===== src/rtl/alu_pkg.sv =====
// alu_pkg: FSM states and ALU opcode set shared by the UART-driven ALU sequencer.
package alu_pkg;
    typedef enum logic [2:0] {GET_A, GET_B, GET_OP, EXEC, SEND, WAIT_TX} state_e;
    localparam logic [5:0] OP_ADD = 6'b100000;
    localparam logic [5:0] OP_SUB = 6'b100010;
    localparam logic [5:0] OP_AND = 6'b100100;
    localparam logic [5:0] OP_OR  = 6'b100101;
    localparam logic [5:0] OP_XOR = 6'b100110;
    localparam logic [5:0] OP_NOR = 6'b100111;
    localparam logic [5:0] OP_SRA = 6'b000011;
    localparam logic [5:0] OP_SRL = 6'b000010;
    function automatic logic is_valid_op(input logic [5:0] op);
        return op inside {OP_ADD, OP_SUB, OP_AND, OP_OR, OP_XOR, OP_NOR, OP_SRA, OP_SRL};
    endfunction
endpackage


===== src/rtl/alu_seq_timeout.sv =====
// alu_seq_timeout: inter-byte down-counter; expired_o flags a stall in GET_B/GET_OP.
module alu_seq_timeout #(
    parameter int CYCLES = 16
) (
    input  logic Clk,
    input  logic Reset_n,
    input  logic load_i,
    input  logic run_i,
    output logic expired_o
);
    localparam int W = $clog2(CYCLES + 1);
    logic [W-1:0] cnt_q, cnt_d;
    always_comb cnt_d = load_i ? W'(CYCLES - 1) : (run_i && cnt_q != '0) ? cnt_q - 1'b1 : cnt_q;
    always_ff @(posedge Clk) begin
        if (!Reset_n) cnt_q <= '0;
        else cnt_q <= cnt_d;
    end
    assign expired_o = run_i && cnt_q == '0;
endmodule


===== src/rtl/alu_uart_sequencer.sv =====
// alu_uart_sequencer: collects A, B, opcode bytes, drives the ALU and sends the result back.
// Optional inter-byte timeout enabled by defining ALU_SEQ_TIMEOUT_EN.
module alu_uart_sequencer import alu_pkg::*; #(
    parameter int N              = 7,
    parameter int OP_W           = 6,
    parameter int TIMEOUT_CYCLES = 50000000
) (
    input  logic            Clk,
    input  logic            Reset_n,
    input  logic [N:0]      RxData,
    input  logic            RxDone,
    input  logic            TxDone,
    input  logic [N:0]      AluResult,
    output logic [N:0]      BusA,
    output logic [N:0]      BusB,
    output logic [OP_W-1:0] OpCode,
    output logic [N:0]      TxData,
    output logic            TxStart,
    output logic            Busy,
    output logic            OpErr
);
    state_e          state_q, state_d;
    logic [N:0]      bus_a_q, bus_a_d, bus_b_q, bus_b_d, tx_data_q, tx_data_d;
    logic [OP_W-1:0] op_q, op_d;
    logic            tx_start_q, tx_start_d, busy_q, busy_d, op_err_q, op_err_d;
    logic            tmo_expired;

`ifdef ALU_SEQ_TIMEOUT_EN
    alu_seq_timeout #(.CYCLES(TIMEOUT_CYCLES)) u_timeout (
        .Clk       (Clk),
        .Reset_n   (Reset_n),
        .load_i    (RxDone && state_q inside {GET_A, GET_B, GET_OP}),
        .run_i     (state_q inside {GET_B, GET_OP}),
        .expired_o (tmo_expired)
    );
`else
    assign tmo_expired = (TIMEOUT_CYCLES < 0);
`endif

    always_comb begin
        state_d    = state_q;
        bus_a_d    = bus_a_q;
        bus_b_d    = bus_b_q;
        op_d       = op_q;
        tx_data_d  = tx_data_q;
        tx_start_d = 1'b0;
        op_err_d   = 1'b0;
        case (state_q)
            GET_A: if (RxDone) begin
                bus_a_d = RxData;
                state_d = GET_B;
            end
            GET_B: if (RxDone) begin
                bus_b_d = RxData;
                state_d = GET_OP;
            end else if (tmo_expired) state_d = GET_A;
            GET_OP: if (RxDone) begin
                op_d     = RxData[OP_W-1:0];
                op_err_d = !is_valid_op(RxData[OP_W-1:0]);
                state_d  = EXEC;
            end else if (tmo_expired) state_d = GET_A;
            EXEC: begin
                tx_data_d  = AluResult;
                tx_start_d = 1'b1;
                state_d    = SEND;
            end
            SEND:    state_d = WAIT_TX;
            WAIT_TX: if (TxDone) state_d = GET_A;
            default: state_d = GET_A;
        endcase
        busy_d = state_d != GET_A;
    end

    always_ff @(posedge Clk) begin
        if (!Reset_n) begin
            state_q    <= GET_A;
            bus_a_q    <= '0;
            bus_b_q    <= '0;
            op_q       <= '0;
            tx_data_q  <= '0;
            tx_start_q <= 1'b0;
            busy_q     <= 1'b0;
            op_err_q   <= 1'b0;
        end else begin
            state_q    <= state_d;
            bus_a_q    <= bus_a_d;
            bus_b_q    <= bus_b_d;
            op_q       <= op_d;
            tx_data_q  <= tx_data_d;
            tx_start_q <= tx_start_d;
            busy_q     <= busy_d;
            op_err_q   <= op_err_d;
        end
    end

    assign BusA    = bus_a_q;
    assign BusB    = bus_b_q;
    assign OpCode  = op_q;
    assign TxData  = tx_data_q;
    assign TxStart = tx_start_q;
    assign Busy    = busy_q;
    assign OpErr   = op_err_q;
endmodule


===== config.mk =====
export PLATFORM = sky130hd
export DESIGN_NAME = alu_uart_sequencer
export DESIGN_NICKNAME = d
export VERILOG_FILES = /design/src/rtl/alu_pkg.sv /design/src/rtl/alu_seq_timeout.sv /design/src/rtl/alu_uart_sequencer.sv
export SDC_FILE = /design/constraint.sdc
export NUM_CORES = 1
export LEC_CHECK = 0
export ABC_AREA = 1
export CORE_MARGIN = 2
export CORE_UTILIZATION = 42
export CTS_CLUSTER_DIAMETER = 200
export DETAILED_ROUTE_END_ITERATION = 10
export PLACE_DENSITY_LB_ADDON = 0.15
export SYNTH_ARGS = -nofsm -noshare
export SYNTH_HDL_FRONTEND = slang
export SYNTH_HIERARCHICAL = 1
export SYNTH_SLANG_ARGS = --single-unit

===== constraint.sdc =====
create_clock -name Clk -period 1.2 [get_ports Clk]
set_input_delay 0.24 -clock Clk [delete_from_list [all_inputs] [get_ports Clk]]
set_output_delay 0.24 -clock Clk [all_outputs]
set_load 0.01 [all_outputs]

After elaboration in Yosys (flattened, before gate mapping)
Cells that the tools add are included.
- bits of input ports: 20
- register bits: 36
- word-level logic and storage cells: 35
- output and inout port bits: 33
- reductions and logical operators: 8
- mux-type cells: 6
- eq/ne operators: 13
- operators with widths (cell ; count):
    equality test 6 bit, second input constant ; 6
    one-hot mux 3 bit (6 select lines) ; 1
    equality test 6 x 2 -> 1 bit, second input constant ; 2
    2-to-1 mux 3 bit ; 4
    nonzero test 8 bit ; 1
    equality test 3 x 2 -> 1 bit, second input constant ; 2
    equality test 3 bit, second input constant ; 2
    AND reduction 2 bit ; 3
    equality test 3 x 1 -> 1 bit, second input constant ; 1
    logical NOT 3 bit ; 1
    AND reduction 3 bit ; 1
    nonzero test 3 bit ; 1
    logical NOT 1 bit ; 1
    2-to-1 mux 1 bit ; 1

Depth between registers and ports, before layout
Gate-level depths: netlist of the first run.
- depth after elaboration: 3
- mapped depth: 7
- depth with buffers taken out: 6

Least setup slack after synthesis of the first run
No wires, ideal clock.
- kind: flip-flop to flip-flop
- start: register state_q[1]
- end: register tx_data_q[0] (netlist: TxData[0])
- arrival: 0.912 ns
- stages on the path, launching flop included: 7
- path buffers: 1
- slack: 0.172 ns
- required time: 1.084 ns
- setup time: 0.116 ns
- period minus slack after synthesis: 1.028 ns
- path through: dfxtp_1 -> inv_2 -> nor2_1 -> nand2_1 -> buf_2 -> o21ai_0 -> nor2_1
- cells in the longest elaborated chain, start to end: 1
- RTL lines (item ; line ; text):
    from (decl) ; alu_uart_sequencer.sv:22 ; state_e state_q, state_d;
    from (signal assigned) ; alu_uart_sequencer.sv:85 ; state_q <= state_d;
    equality test 3 x 2 -> 1 bit ; alu_uart_sequencer.sv:48 ; case (state_q)
    to (signal assigned) ; alu_uart_sequencer.sv:89 ; tx_data_q <= tx_data_d;
    to (decl) ; alu_uart_sequencer.sv:23 ; logic [N:0] bus_a_q, bus_a_d, bus_b_q, bus_b_d, tx_data_q, tx_data_d;
Every way passes these cells.
A chain may end at the register's enable or synchronous reset.

Worst setup path after layout of the first run
- start: register tx_data_q[0] (netlist: TxData[0])
- end: output TxData[0]
- RTL lines (item ; line ; text):
    to (decl) ; alu_uart_sequencer.sv:17 ; output logic [N:0] TxData,
No word-level cell between the ends.

==> results of run 1 <==
-- sequential cells by signal, summed over array words and instances (netlist names) --
name / flops
BusA: 8
OpCode: 6
Busy: 1
TxStart: 1
OpErr: 1
BusB: 8
TxData: 8
state_q: 3
-- repair_timing --
| action | 4_1_cts | 5_1_grt |
|---|---|---|
| hold endpoints to repair | 0 | 0 |
| setup endpoints to repair | 41 | 62 |
| pin swaps | 0 | 0 |
| resized for setup | 62 | 45 |
| gates cloned | 0 | 0 |
-- where the power goes --
part	leakage [nW]	switching, W	internal (W)
combinational	0.557	0.000200	0.000182
clock	0.0380	0.000382	0.000279
sequential	0.295	0.0000359	0.00126
total	0.890	0.000618	0.00172
-- cells in the final DEF (no fill, tap or decap), types with 2 or more instances in the layout --
cell / Yosys / final
nor2_1: 48 / 48
nand2_1: 33 / 32
dfxtp_1: 36 / 31
clkbuf_2: 0 / 23
clkdlybuf4s50_1: 0 / 19
o21ai_0: 16 / 11
inv_1: 11 / 10
nand3_1: 11 / 10
a21oi_1: 10 / 10
buf_4: 1 / 10
clkdlybuf4s15_1: 0 / 7
dfxtp_2: 0 / 5
o21ai_1: 0 / 5
clkbuf_4: 0 / 5
inv_2: 4 / 4
clkdlybuf4s15_2: 0 / 3
nor2_4: 1 / 2
nand2_2: 1 / 2
clkinv_2: 0 / 2
-- cells by family (layout without fill, tap and decap cells) --
logic type / count (synthesis) / after routing / synth area share
DFF: 36 / 36 / 0.537
AOI/OAI and AO/OA: 27 / 27 / 0.102
and+or+nand+nor: 97 / 97 / 0.298
buffers and inverters: 21 / 86 / 0.0634
-- area by class of cell --
class	count	area share
timing repair buffer	62	0.250
inverter	16	0.0323
multi-input combinational	124	0.283
clock buffer	6	0.0265
clock inverter	2	0.00516
tap	44	0.0284
sequential	36	0.375
-- through the flow --
stage	setup TNS, ps	cell area, um^2	cells	total power, W
floorplan	0	1340	181	0.00150
CTS	0	2030	290	0.00237
finish	0	1940	290	0.00234
global placement	-5450	1970	282	0.00172
detailed placement	-6690	1970	282	0.00174
global route	-518	1940	290	0.00246
-- how the worst max path moves through the flow --
stage,startpoint,endpoint,slack [ps],cells after the start
after floorplan,state_q[1]$_SDFF_PN0_,TxData[0]$_SDFFE_PN0P_,170,6
after global placement,RxDone,BusA[7]$_SDFFE_PN0P_,-270,6
after detailed placement,RxDone,BusA[1]$_SDFFE_PN0P_,-340,6
after CTS,BusA[6]$_SDFFE_PN0P_,BusA[6],0.9,1
after global routing,state_q[1]$_SDFF_PN0_,OpCode[2]$_SDFFE_PN0P_,-40,6
final,TxData[0]$_SDFFE_PN0P_,TxData[0],40,1
-- layer usage --
metal  up-vias  wire [um]  global-route usage
li1        697          -                   -
met1       583       1300               0.232
met2        44       1610               0.321
met3         6        245              0.0768
met4         0         48              0.0839
met5         -          0                   0
==> results by stage, run 1 <==
Worst setup path:
- In this run the critical register-to-register path is launched from state_q[2]$_SDFF_PN0_.
- The worst setup path is launched from a register.
- The worst register-to-register path has a setup slack of 50 ps.
- The signal on the critical path passes through clkdlybuf4s15_1.
- Counting cells, the worst reg-to-reg path comes to 5.
- In this design, the stage delay of the slowest critical-path cell is 340 ps.
- The end of the worst register-to-register path is BusB[2]$_SDFFE_PN0P_.
- Grouping stages by cell kind, the critical path spends the most delay in flip-flops.
- Along the worst path, the maximum fanout reaches 2.
- The cell type of the slowest stage on the worst timing path is dfxtp_1.
- Data on the critical path is required at its endpoint by 960 ps.
- The total buffers and inverters traversed by the critical path is 1.
- The endpoint type of the worst setup path is an output pin.
- The critical path in this run is classified as register to output pin.
- The critical path data arrival time is 920 ps.

Die:
- The row count is 20.
- The floorplan die area is 0.00366 mm^2.
- The die is 60.5 um wide.
- The effective utilization at floorplan is 0.439.
- The die outline height is 60.5 um.
- The core region area is 0.00305 mm^2.
- 53 I/O pins were placed.

Global route:
- The wire length of the first global-routing pass is 5220 um.
- The via count of the first global-routing pass came to 1219.
- The overflow left after global routing is 0.
- Entering global routing, the biggest net connects 17 pins.
- The number of antenna violations at the first check in global routing came to 0.
- The combined global-route utilization of all metal layers is 0.197.

Yosys:
- Of the post-synthesis cell area, the dominant cell type holds 0.537.
- The number of synthesized flops with an enable pin is 0.
- nor2_1 is the most common cell in the netlist.
- The largest total area in the synthesized netlist belongs to dfxtp_1.
- The commonest cells after synthesis are nor2_1, dfxtp_1, nand2_1.
- The synthesized flop and latch total is 36.
- The post-synthesis cell type count is 17.
- The synthesized area per cell is 7.41 um^2.
- Of the synthesized area, sequential elements account for 0.537.
- During synthesis, Yosys emitted a total of 6 warnings.
- The cell count after synthesis came out at 181.
- In the synthesized netlist the dominant register cell turns out to be dfxtp_1.
- In the synthesized netlist the async set-or-reset flop fraction comes to 0.
- By area the synthesized netlist is led by dfxtp_1, nor2_1, nand2_1.
- The cell area that synthesis handed to floorplanning was 0.00134 mm^2.
- Synthesis produced a netlist with a net count of 201.

Placed design:
- Buffers placed on the I/O ports in this run total 52.
- Timing analysis after detailed placement gives a worst setup slack of -342 ps.
- Summed over all nets, the half-perimeter wirelength after detailed placement is 2540 um.
- The global placer's final weighted congestion is 0.782.

CTS:
- Clock tree synthesis inserted a total of 5 buffers.
- The clock-pin slew reported for the worst setup and hold paths after clock tree synthesis is 100 ps.
- TritonCTS built the clock tree.
- The later pin in the worst-skew pair is clocked with a latency of 340 ps.
- The H-tree depth reported by CTS is 2.
- The clock drives 36 sinks.
- The root buffer cell chosen for the clock tree is clkbuf_4.
- The hold buffer count at cts is 0.
- The deepest clock path buffer count is 2.
- The number of setup buffers added after CTS is 0.

Layout:
- The final layout contains 265 nets.
- For this run, the share of the core covered by cells in the final layout is 0.635.
- The area taken by flip-flops and latches is 727 um^2.
- The area of combinational cells with multiple inputs is 548 um^2.
- The repair_antennas step left the layout with diodes totalling 0.
- Compared with the post-synthesis result, the final layout area differs by 44.5%.
- The layout has 298 filler cells.
- The fraction of final layout cells sized beyond drive strength 1 is 0.248.

Timing:
- The achievable frequency is 865 MHz.
- The worst path needs 1160 ps of the cycle, external delays included.
- For the pin with the worst max-slew slack, the measured transition is 349 ps.
- Setup violations remaining at the end of the flow were counted as 0.
- The maximum clock skew at final layout is 3.26 ps.
- The final worst slack is 43.9 ps.
- In this run the tightest slew margin relative to its limit is 0.766.
- The ratio of final minimum period to clock period is 0.963.
- The number of pins with negative max-slew slack in the final report came to 0.
- The tightest hold path in the finished design has a slack of 479 ps.
- Setup repair after global routing could not meet its margin everywhere.
- The final count of hold timing violations is 0.

Drt:
- The residual DRC count is 0.
- In the final routed layout, each cell accounts on average for 11.0 um.
- Before antenna repair, the detailed router went through 4 iterations.
- The violation count after the first detailed-routing iteration is 52.
- The wire length reported by the detailed router is 3200 um.
- The via count is 1330.
- After detailed routing, the number of vias per cell comes to 4.59.
- In this run the remaining antenna-violating nets after routing total 0.

Worst hold path:
- The destination of the worst hold path is BusA[0]$_SDFFE_PN0P_.
- Counting instances, the worst hold path has a depth of 2.
- The classification of the worst-slack hold path is register to register.
- The beginning of the worst hold path is BusA[0]$_SDFFE_PN0P_.

Power and ir drop:
- The maximum ir drop on the vdd rail is 0.815 mV.
- The leakage power summed over all cells is 0.890 nW.
- The power per unit of standard cell area is 1210 mW/mm^2.

Status:
- The flow ran to the end, and the final reports show no timing, DRC or antenna violations.

Job:
- The number of max-cap violations is 0.
Power figures use the tool's default switching activity.
==> run 2: changes to the inputs <==
--- a/config.mk
+++ b/config.mk
@@ -6,6 +6,7 @@
 export NUM_CORES = 1
 export LEC_CHECK = 0
 export ABC_AREA = 1
+export CAP_MARGIN = 0
 export CORE_MARGIN = 2
 export CORE_UTILIZATION = 42
 export CTS_CLUSTER_DIAMETER = 200
==> results of run 2 <==
Same layout as run 1: the final DEF is identical, and so are final timing and power.
